**src/rtl/key_uart_responder.sv**
```systemverilog
// key_uart_responder: bus slave buffering key codes in a FIFO, sending stores as 8N1 UART
// frames and raising the external interrupt while key data waits.
module key_uart_responder #(
   parameter logic [63:0] Key_base     = 64'h0000_0000_1000_0000,
   parameter logic [63:0] Art_base     = 64'h0000_0000_1000_0100,
   parameter int          FIFO_DEPTH   = 8,
   parameter int          CLKS_PER_BIT = 434
) (
   input  logic        clk,
   input  logic        reset,
   input  logic [63:0] bus_address,
   input  logic        bus_read_enable,
   input  logic        bus_write_enable,
   input  logic [63:0] bus_write_data,
   output logic [63:0] bus_read_data,
   output logic [3:0]  interrupt_vector,
   input  logic        interrupt_ack,
   input  logic        key_valid,
   input  logic [7:0]  key_code,
   output logic        uart_tx,
   output logic        tx_busy
);
   localparam int AW = (FIFO_DEPTH > 1) ? $clog2(FIFO_DEPTH) : 1;
   localparam int CW = (CLKS_PER_BIT > 2) ? $clog2(CLKS_PER_BIT) : 1;
   typedef enum logic [1:0] {TX_IDLE, TX_START, TX_DATA, TX_STOP} tx_state_t;
   typedef enum logic [1:0] {IRQ_IDLE, IRQ_RAISED, IRQ_ACKED} irq_state_t;
   logic [7:0]    mem_q [FIFO_DEPTH];
   logic [AW-1:0] rd_ptr_q, wr_ptr_q;
   logic [3:0]    count_q;
   logic          ovf_q, ovr_q;
   logic [63:0]   rdata_q, status;
   tx_state_t     tx_q, tx_d;
   logic [CW-1:0] baud_q, baud_d;
   logic [2:0]    bit_q, bit_d;
   logic [7:0]    shift_q, shift_d;
   irq_state_t    irq_q, irq_d;
   logic          rd_key, rd_stat, wr_art, empty, full, pop, push;
   assign rd_key  = bus_read_enable && bus_address == Key_base;
   assign rd_stat = bus_read_enable && bus_address == Key_base + 64'd8;
   assign wr_art  = bus_write_enable && bus_address == Art_base;
   assign empty   = count_q == 4'd0;
   assign full    = count_q == 4'(FIFO_DEPTH);
   assign pop     = rd_key && !empty;
   // A pop at the same edge frees the slot, so a full FIFO still accepts the push.
   assign push    = key_valid && (!full || pop);
   assign tx_busy = tx_q != TX_IDLE;
   assign status  = {56'd0, count_q, ovr_q, ovf_q, tx_busy, !empty};
   assign bus_read_data    = rdata_q;
   assign interrupt_vector = irq_q == IRQ_RAISED ? 4'd1 : 4'd0;
   assign uart_tx = tx_q == TX_START ? 1'b0 : tx_q == TX_DATA ? shift_q[bit_q] : 1'b1;
   always_ff @(posedge clk) begin
      if (push) mem_q[wr_ptr_q] <= key_code;
   end
   always_ff @(posedge clk or posedge reset) begin
      if (reset) begin
         rd_ptr_q <= '0;
         wr_ptr_q <= '0;
         count_q  <= '0;
         ovf_q    <= 1'b0;
         ovr_q    <= 1'b0;
         rdata_q  <= '0;
      end else begin
         if (push) wr_ptr_q <= wr_ptr_q == AW'(FIFO_DEPTH - 1) ? '0 : wr_ptr_q + AW'(1);
         if (pop) rd_ptr_q <= rd_ptr_q == AW'(FIFO_DEPTH - 1) ? '0 : rd_ptr_q + AW'(1);
         count_q <= count_q + 4'(push) - 4'(pop);
         ovf_q   <= (key_valid && !push) || (ovf_q && !rd_stat);
         ovr_q   <= (wr_art && tx_busy) || (ovr_q && !rd_stat);
         if (bus_read_enable)
            rdata_q <= pop ? {55'd0, 1'b1, mem_q[rd_ptr_q]} : rd_stat ? status : 64'd0;
      end
   end
   always_comb begin
      tx_d    = tx_q;
      baud_d  = baud_q;
      bit_d   = bit_q;
      shift_d = shift_q;
      if (tx_q == TX_IDLE) begin
         if (wr_art) begin
            tx_d    = TX_START;
            baud_d  = '0;
            bit_d   = 3'd0;
            shift_d = bus_write_data[7:0];
         end
      end else if (baud_q == CW'(CLKS_PER_BIT - 1)) begin
         baud_d = '0;
         bit_d  = tx_q == TX_DATA ? bit_q + 3'd1 : 3'd0;
         tx_d   = tx_q == TX_START ? TX_DATA :
                  tx_q == TX_STOP  ? TX_IDLE :
                  bit_q == 3'd7    ? TX_STOP : TX_DATA;
      end else begin
         baud_d = baud_q + CW'(1);
      end
   end
   always_comb begin
      irq_d = irq_q == IRQ_IDLE   ? (empty ? IRQ_IDLE : IRQ_RAISED) :
              irq_q == IRQ_RAISED ? (interrupt_ack ? IRQ_ACKED : IRQ_RAISED) :
              rd_key              ? IRQ_IDLE : IRQ_ACKED;
   end
   always_ff @(posedge clk or posedge reset) begin
      if (reset) begin
         tx_q    <= TX_IDLE;
         baud_q  <= '0;
         bit_q   <= '0;
         shift_q <= '0;
         irq_q   <= IRQ_IDLE;
      end else begin
         tx_q    <= tx_d;
         baud_q  <= baud_d;
         bit_q   <= bit_d;
         shift_q <= shift_d;
         irq_q   <= irq_d;
      end
   end
endmodule

```
**config.mk**
```make
export PLATFORM = sky130hd
export DESIGN_NAME = key_uart_responder
export DESIGN_NICKNAME = d
export VERILOG_FILES = /design/src/rtl/key_uart_responder.sv
export SDC_FILE = /design/constraint.sdc
export NUM_CORES = 1
export LEC_CHECK = 0
export ABC_CLOCK_PERIOD_IN_PS = 2800
export CORE_UTILIZATION = 44
export CTS_CLUSTER_SIZE = 16
export DETAILED_ROUTE_END_ITERATION = 10
export GPL_TIMING_DRIVEN = 1
export HOLD_SLACK_MARGIN = 0.1
export PLACE_DENSITY = 0.91
export SYNTH_ARGS = -nofsm -noshare
export SYNTH_HDL_FRONTEND = slang
export SYNTH_SLANG_ARGS = --single-unit
export TNS_END_PERCENT = 10
```
**constraint.sdc**
```tcl
create_clock -name clk -period 2.8 [get_ports clk]
set_input_delay 0.42 -clock clk [delete_from_list [all_inputs] [get_ports clk]]
set_output_delay 0.42 -clock clk [all_outputs]
set_load 0.01 [all_outputs]
```
-- Yosys cells after proc, flatten, opt, wreduce, memory -nomap -nowiden
Memories as Yosys holds them, arrays and structs flattened.
Cells that the tools add are included.
Widths: inputs -> output; s select.
- register bits: 100
- memory bits (writable): 64
- memories kept: 1
- output and inout bits: 70
- memory list (memory ; words ; bits a word ; read ports ; clocked after Yosys merged registers in ; write ports ; RTL line ; text):
    mem_q ; 8 ; 8 ; 1 ; 0 ; 1 ; 27 ; logic [7:0] mem_q [FIFO_DEPTH];
- $lt $le $gt $ge: 1
- equal/unequal tests: 13
- add/subtract/negate cells: 6
- multiplexer cells: 29
- reduce and logical (&&, ||, !) cells: 23
- operators by type and width (kind ; number):
    $eq 64x29->1 const B ; 3
    $mux 9 ; 4
    $mux 2 ; 9
    $mux 3 ; 6
    $add 3x1->3 const B ; 3
    $add 9x1->9 const B ; 1
    $eq 3x3->1 const B ; 3
    $eq 9x9->1 const B ; 1
    $logic_and 1x1->1 ; 9
    $mux 1 ; 8
    $mux 8 ; 1
    $add 4x1->4 ; 1
    $eq 2x1->1 const B ; 2
    $eq 2x2->1 const B ; 2
    $eq 4x4->1 const B ; 1
    $logic_not 1->1 ; 4
    $logic_not 2->1 ; 2
    $logic_not 4->1 ; 1
    $lt 3x4->1 const B ; 1
    $reduce_and 2->1 ; 2
    $reduce_bool 2->1 ; 2
    $sub 4x1->4 ; 1
    $bmux 1 s3 ; 1
    $logic_or 1x1->1 ; 3
    $ne 2x2->1 const B ; 1

-- Longest topological paths before layout
Gate-level depths: netlist (run 1).
- depth after elaboration: 8
- mapped depth: 11
- mapped depth without buffers: 10

-- Worst setup path before layout (run 1)
No wires, ideal clock.
- path kind: input-to-reg
- start point: in bus_address[4]
- end point: reg count_q[2]
- data required time: 2678 ps
- setup time: 122 ps
- stages on the path: 10
- path slack: 176 ps
- arrival time: 2502 ps
- buffers on the path: 1
- cells stage by stage: nor4_1 > nand4_1 > nor4_4 > nand4_4 > clkbuf_1 > nand3_1 > nand2_1 > ha_1 > fa_1 > xor2_1
- longest elaborated chain between the ends: 7
- ends and longest elaborated chain (what ; RTL line ; text):
    start, declared ; 11 ; input logic [63:0] bus_address,
    $eq 64x29->1 * ; 38 ; assign rd_key = bus_read_enable && bus_address == Key_base;
    $logic_and 1x1->1 * ; 38 ;
    $logic_and 1x1->1 * ; 43 ; assign pop = rd_key && !empty;
    $logic_or 1x1->1 ; 45 ; assign push = key_valid && (!full || pop);
    $logic_and 1x1->1 ; 45 ;
    $add 4x1->4 ; 65 ; count_q <= count_q + 4'(push) - 4'(pop);
    $sub 4x1->4 * ; 65 ;
    end signal, assigned ; 65 ;
    end, declared ; 29 ; logic [3:0] count_q;
Every way passes the cells marked *; elsewhere a longest branch is shown, timed or not.
A chain may end at the register's enable or synchronous reset.

-- Final worst setup path (run 1)
- start point: in bus_address[0]
- end point: reg count_q[3]
The elaborated chain is that of the path after synthesis.

==> impl_metrics.json, run 1 <==
{
  "outcome": "finished clean",
  "routabilityCongestion": 0.8700,
  "place_inst": 653,
  "mostFrequentLayoutCell": "clkdlybuf4s50_1",
  "p_total_mw": 3.984,
  "cts_root_buffer": "clkbuf_16",
  "leakage_nw": 2.784,
  "drv_cap": 0,
  "wire_per_inst_um": 16.54,
  "cts-buffers-inserted": 9,
  "cp.arrival_ns": 2.95,
  "ctsHoldBuffers": 0,
  "die_h_um": 113.1,
  "clock_sinks": 109,
  "die_w_um": 113.1,
  "synth_area_per_cell_um2": 13.64,
  "grt_max_degree": 24,
  "start_kind": "primary input",
  "ys_seq_elements": 109,
  "critical_path_required_ns": 3.08,
  "pwr-share-comb": 0.189,
  "p_per_area_nw_per_um2": 586.4,
  "grt_antenna_before_repair": 0,
  "synthMuxAreaShare": 0.1267,
  "grt_pass1_vias": 3495,
  "antenna_cells": 0,
  "fin_cells": 669,
  "async_reset_ff_frac": 0.4128,
  "tritoncts": "done",
  "setup_viol": 0,
  "cts.reportedPaths.clkPinSlew_ns": 0.08,
  "synth_top_family_by_area": "multiplexers",
  "yosys.area_share.xor_xnor": 0.003226,
  "netlist_instances": 398,
  "clock_insertion_delay_worst_skew_ns": 0.35,
  "clock_path_buffers": 2,
  "synthAdderAreaFrac": 0.04286,
  "peakVddDrop_mv": 0.5741,
  "swShare": 0.2704,
  "via_count": 3453,
  "drt_iter0_markers": 164,
  "grt_overflow": 0,
  "synthSimpleGateAreaFrac": 0.1138,
  "ant_nets": 0,
  "fin_crit_sh": 0.9521,
  "routed_wl_um": 11060,
  "start_util": 0.4521,
  "ys_warn_count": 0,
  "vias_per_cell": 5.161,
  "grt_pass1_wl_um": 17720,
  "p_sw_mw": 1.077,
  "critical_path_class": "primary input to flip-flop",
  "coreArea_um2": 12010,
  "synth_edf_count": 64,
  "hold_path_class": "primary input to async pin",
  "synth-compound-area-share": 0.05645,
  "dr.pass1.iters": 6,
  "n_fill_cell": 940,
  "io_pins": 212,
  "port-buffer-count": 97,
  "slew_headroom": 0.4454,
  "crit_fanout": 3,
  "power.share.sequential": 0.510,
  "nNetsFinal": 677,
  "internal-power_mw": 2.907,
  "synth_area_um2": 5430,
  "worstMarginPinSlew_ns": 0.8267,
  "rsz0062_at_grt": "no",
  "slew_viol_final": 0,
  "final_core_utilization": 0.5656,
  "dieArea_um2": 12790,
  "final_layout_size_suffix_gt1_frac": 0.1571,
  "power_frac_clock": 0.301,
  "cts_max_level": 3,
  "track_usage": 0.1828,
  "setup_tns_ns": 0,
  "synth_cell_types": 48,
  "syn2layout_area_growth_pct": 25.12,
  "rows": 40,
  "yosysSeqAreaShare": 0.5613,
  "fmax_mhz": 375.1,
  "post-route-min-period_ns": 2.666,
  "end_kind": "flip-flop",
  "clock_skew_ns": 0.009999,
  "synth_ff_type": "edfxtp_1",
  "drcViolationCount": 0,
  "hold_violations": 0,
  "dp_hpwl_um": 8345,
  "layout_common_cells": "clkdlybuf4s50_1 (96), edfxtp_1 (64), conb_1 (58), dfrtp_1 (45), nor2_1 (28)"
}
cell families (layout without fill, tap and decap cells):
group	count (synthesis)	count (layout)
flip-flops	109	109
AND/OR/NAND/NOR	106	106
buffers and inverters	78	145
AO/OA/AOI/OAI	44	44
multiplexers	40	40
adder cells (fa/ha/maj)	18	18
XOR/XNOR	2	2
other	1	58
sequential cells by signal, indices dropped and copies added (netlist names):
register,cells
shift_q,8
count_q,4
rd_ptr_q,3
baud_q,9
wr_ptr_q,3
tx_q,2
irq_q,2
mem_q,64
bus_read_data,9
ovf_q,1
ovr_q,1
bit_q,3
per-stage QoR:
step,hold slack [ns],worst slack (ns),area (µm²)
global placement,0.4659,-0.2167,6491
CTS,0.4695,0.07410,6773
global route,0.4854,0.0009237,6794
detailed placement,0.4646,-0.3029,6491
floorplan,0.4456,0.1762,5644
finish,0.4448,0.1342,6794
worst max-delay path: stages:
cell,delay [ns]
clkdlybuf4s50_1,0.46
nor4_4,0.34
nand4_1,0.16
nor4_2,0.32
buf_4,0.16
and3_1,0.17
nand2_1,0.11
ha_1,0.30
a21o_1,0.17
a21oi_1,0.17
xor2_1,0.15
cell type report:
cell class / instances / area, µm² / share of cell area
Multi-Input combinational cell: 268 / 2100 / 0.3090
Timing Repair Buffer: 117 / 1136 / 0.1672
Inverter: 12 / 45.04 / 0.006630
Tap cell: 147 / 183.9 / 0.02707
Sequential cell: 109 / 3048 / 0.4486
Clock inverter: 7 / 56.30 / 0.008287
Clock buffer: 9 / 225.2 / 0.03315
power groups by stage:
| stage | combinational, mW | clock [mW] | sequential (mW) |
|---|---|---|---|
| 2_1_floorplan | 0.510 | 0 | 2.02 |
| 3_3_place_gp | 0.709 | 0 | 2.04 |
| 3_5_place_dp | 0.758 | 0 | 2.06 |
| 4_1_cts | 0.762 | 1.22 | 2.03 |
| 5_1_grt | 0.834 | 1.29 | 2.05 |
| 6_report | 0.753 | 1.20 | 2.03 |
timing repair:
action / CTS / global route
setup buffers: 0 / 0
endpoints found under the setup margin: 0 / 1
gates resized for setup: 0 / 4
per-layer routing:
metal	GRT usage	vias up	wire length [µm]
met5	0	-	0
met4	0.04737	0	99
met3	0.03856	15	585
met2	0.3301	142	5998
met1	0.2223	1695	4378
li1	-	1601	-
synthesized netlist by cell type (2+ instances only):
| cell type | count | area [µm²] |
|---|---|---|
| a211o_1 | 8 | 70.07 |
| a21oi_1 | 7 | 35.03 |
| a22o_1 | 3 | 26.28 |
| a31o_2 | 2 | 17.52 |
| and2_1 | 4 | 25.02 |
| and3_1 | 5 | 31.28 |
| buf_2 | 4 | 20.02 |
| buf_4 | 58 | 435.4 |
| clkbuf_1 | 4 | 15.01 |
| dfrtp_1 | 45 | 1126 |
| edfxtp_1 | 64 | 1922 |
| ha_1 | 17 | 212.7 |
| inv_1 | 11 | 41.29 |
| mux2_2 | 2 | 22.52 |
| mux2_4 | 12 | 180.2 |
| mux2i_1 | 8 | 80.08 |
| mux4_2 | 18 | 405.4 |
| nand2_1 | 16 | 60.06 |
| nand3_1 | 7 | 35.03 |
| nand3b_1 | 2 | 15.01 |
| nand4_1 | 4 | 25.02 |
| nor2_1 | 28 | 105.1 |
| nor2b_1 | 11 | 68.82 |
| nor3_1 | 2 | 10.01 |
| nor4_1 | 14 | 87.58 |
| nor4_4 | 2 | 42.54 |
| o21ai_0 | 14 | 70.07 |
| o31ai_1 | 4 | 30.03 |
| or3_1 | 2 | 12.51 |
| xor2_1 | 2 | 17.52 |
worst paths after layout:
kind / startpoint / to / slack (ns) / depth (start not counted)
worst max-delay path: bus_address[0] / count_q[3] / 0.13 / 11
min in group clk: irq_q[1] / irq_q[0] / 0.48 / 1
max in group asynchronous: reset / count_q[0] / 1.62 / 3
worst max register to register: count_q[1] / count_q[2] / 0.53 / 8
worst min register to register: irq_q[1] / irq_q[0] / 0.48 / 1
worst min-delay path: reset / shift_q[2] / 0.44 / 2
No activity file was read; power rests on OpenSTA's default activity.
==> inputs of run 2 (changes only) <==
--- a/config.mk
+++ b/config.mk
@@ -5,7 +5,7 @@
 export SDC_FILE = /design/constraint.sdc
 export NUM_CORES = 1
 export LEC_CHECK = 0
-export ABC_CLOCK_PERIOD_IN_PS = 2800
+export ABC_CLOCK_PERIOD_IN_PS = 3000
 export CORE_UTILIZATION = 44
 export CTS_CLUSTER_SIZE = 16
 export DETAILED_ROUTE_END_ITERATION = 10
==> constraint.sdc (replaced) <==
create_clock -name clk -period 3 [get_ports clk]
set_input_delay 0.45 -clock clk [delete_from_list [all_inputs] [get_ports clk]]
set_output_delay 0.45 -clock clk [all_outputs]
set_load 0.01 [all_outputs]
==> run 2 against run 1 <==
Worst hold slack improved by 0.043 ns. Global-route usage grew 0.099 points. Sequential share of layout area rose by 0.19 points. First-iteration DRC count shrank 6.1%. Routed wire length decreased by 0.11%. Total power shrank 5.6%. Clock skew grew 0.0011 ns. Clock power fell by 3%. Die area is the same.
==> impl_metrics.json, run 2 (same netlist as run 1, synthesis figures left out) <==
{
  "outcome": "finished clean",
  "routed_wl_um": 11050,
  "fin_crit_sh": 0.9209,
  "layout_common_cells": "clkdlybuf4s50_1 (97), edfxtp_1 (64), conb_1 (58), dfrtp_1 (45), nor2_1 (28)",
  "post_cts_buffers": 0,
  "die_h_um": 113.1,
  "worstPathCellList": "clkdlybuf4s50_1 > nor4_1 > nand4_1 > nor4_1 > buf_4 > and3_1 > nand2_1 > ha_1 > a21o_1 > a21oi_1 > xor2_1",
  "ctsResizeCount": 0,
  "grt_pass1_vias": 3629,
  "clock_sinks": 109,
  "largest-register": "mem_q",
  "rows": 40,
  "worstHoldStart": "irq_q[1]",
  "post-route-min-period_ns": 2.763,
  "rsz0062_at_grt": "no",
  "mostFrequentLayoutCell": "clkdlybuf4s50_1",
  "start_util": 0.4521,
  "crit_fanout": 3,
  "grt_antenna_before_repair": 0,
  "critical_path_class": "primary input to flip-flop",
  "slowest_stage": "clkdlybuf4s50_1",
  "end_kind": "flip-flop",
  "routabilityCongestion": 0.8840,
  "io_pins": 212,
  "coreArea_um2": 12010,
  "hold_path_end": "irq_q[0]",
  "reg2regPathDepth": 8,
  "grt_pass1_wl_um": 17840,
  "p_per_area_nw_per_um2": 555.7,
  "dp_hpwl_um": 8221,
  "ctsHoldBuffers": 0,
  "drcViolationCount": 0,
  "clock_skew_ns": 0.01115,
  "ant_nets": 0,
  "hold_path_class": "flip-flop to flip-flop",
  "dr.pass1.iters": 4,
  "final_layout_size_suffix_gt1_frac": 0.1516,
  "r2r_start": "count_q[1]",
  "whs_path_depth": 1,
  "cts_root_buffer": "clkbuf_16",
  "vias_per_cell": 5.075,
  "slew_headroom": 0.3482,
  "cts_max_level": 3,
  "syn2layout_area_growth_pct": 24.59,
  "track_usage": 0.1837,
  "critical_path_required_ns": 3.28,
  "path_delay_family": "simple AND/OR/NAND/NOR gates",
  "port-buffer-count": 97,
  "cts-buffers-inserted": 9,
  "peakVddDrop_mv": 0.4647,
  "antenna_cells": 0,
  "setup_viol": 0,
  "largest_register_ffs": 64,
  "crit_buf_inv": 2,
  "worstMarginPinSlew_ns": 0.9717,
  "clock_path_buffers": 2,
  "die_w_um": 113.1,
  "grt_max_degree": 29,
  "clock_insertion_delay_worst_skew_ns": 0.35,
  "grt_overflow": 0,
  "via_count": 3390,
  "nNetsFinal": 676,
  "tritoncts": "done",
  "start_kind": "primary input",
  "cts.reportedPaths.clkPinSlew_ns": 0.08,
  "place_inst": 652,
  "drv_cap": 0,
  "leakage_nw": 2.771,
  "drt_iter0_markers": 154,
  "fmax_mhz": 362.0,
  "r2r-end": "count_q[2]",
  "holdWs_ns": 0.4880,
  "dieArea_um2": 12790,
  "ff2ff_setup_slack_ns": 0.71,
  "cp_slowest_stage_delay_ns": 0.41,
  "hold_violations": 0,
  "crit_cells": 11,
  "wire_per_inst_um": 16.54,
  "fin_cells": 668,
  "cp.arrival_ns": 3.04,
  "slew_viol_final": 0,
  "crit_top_cell": "nor4_1"
}
run 2: changes by cell type in the layout (fill, tap and decap cells not counted):
cell | previous run | this run
nor4_1 | 11 | 14
nor4_2 | 4 | 1
clkinv_1 | 3 | 1
buf_12 | 1 | 0
clkbuf_1 | 0 | 1
clkdlybuf4s50_1 | 96 | 97
clkinv_8 | 0 | 1
dlymetal6s2s_1 | 1 | 0
run 2: per-stage QoR:
step	setup slack [ns]	total power [mW]	TNS (ns)	util	area (µm²)
floorplan	0.3462	2.365	0	-	5644
global placement	-0.06801	2.567	-0.1064	0.5388	6471
detailed placement	-0.1305	2.631	-0.2742	0.5388	6471
CTS	0.2366	3.780	0	0.5632	6765
global route	0.08873	3.923	0	0.5632	6765
finish	0.2374	3.760	0	0.5632	6765
run 2: cell type report:
| cell class | instances | area, µm² |
|---|---|---|
| Fill cell | 933 | 5246 |
| Clock inverter | 6 | 65.06 |
| Tap cell | 147 | 183.9 |
| Sequential cell | 109 | 3048 |
| Inverter | 12 | 45.04 |
| Multi-Input combinational cell | 268 | 2081 |
| Timing Repair Buffer | 116 | 1114 |
| Clock buffer | 10 | 229.0 |
run 2: worst max path at each step:
stage,startpoint,to,slack (ns)
3_5_place_dp,bus_address[34],count_q[3],-0.13
2_1_floorplan,bus_address[4],count_q[2],0.35
6_report,bus_address[10],count_q[3],0.24
3_3_place_gp,bus_address[10],count_q[3],-0.07
5_1_grt,bus_address[5],count_q[3],0.09
4_1_cts,bus_address[34],count_q[3],0.24
run 2: power by group:
| part | switching, mW | internal, mW | leakage, nW |
|---|---|---|---|
| logic | 0.362 | 0.343 | 1.49 |
| clock network | 0.571 | 0.589 | 0.144 |
| registers | 0.0981 | 1.80 | 1.14 |
run 2: routing by layer:
metal / global-route usage / share of wire / wire length, µm
met1: 0.2124 / 0.41 / 4551
met2: 0.3407 / 0.54 / 5920
met3: 0.04874 / 0.046 / 504
met4: 0.03947 / 0.0066 / 73
met5: 0 / 0 / 0
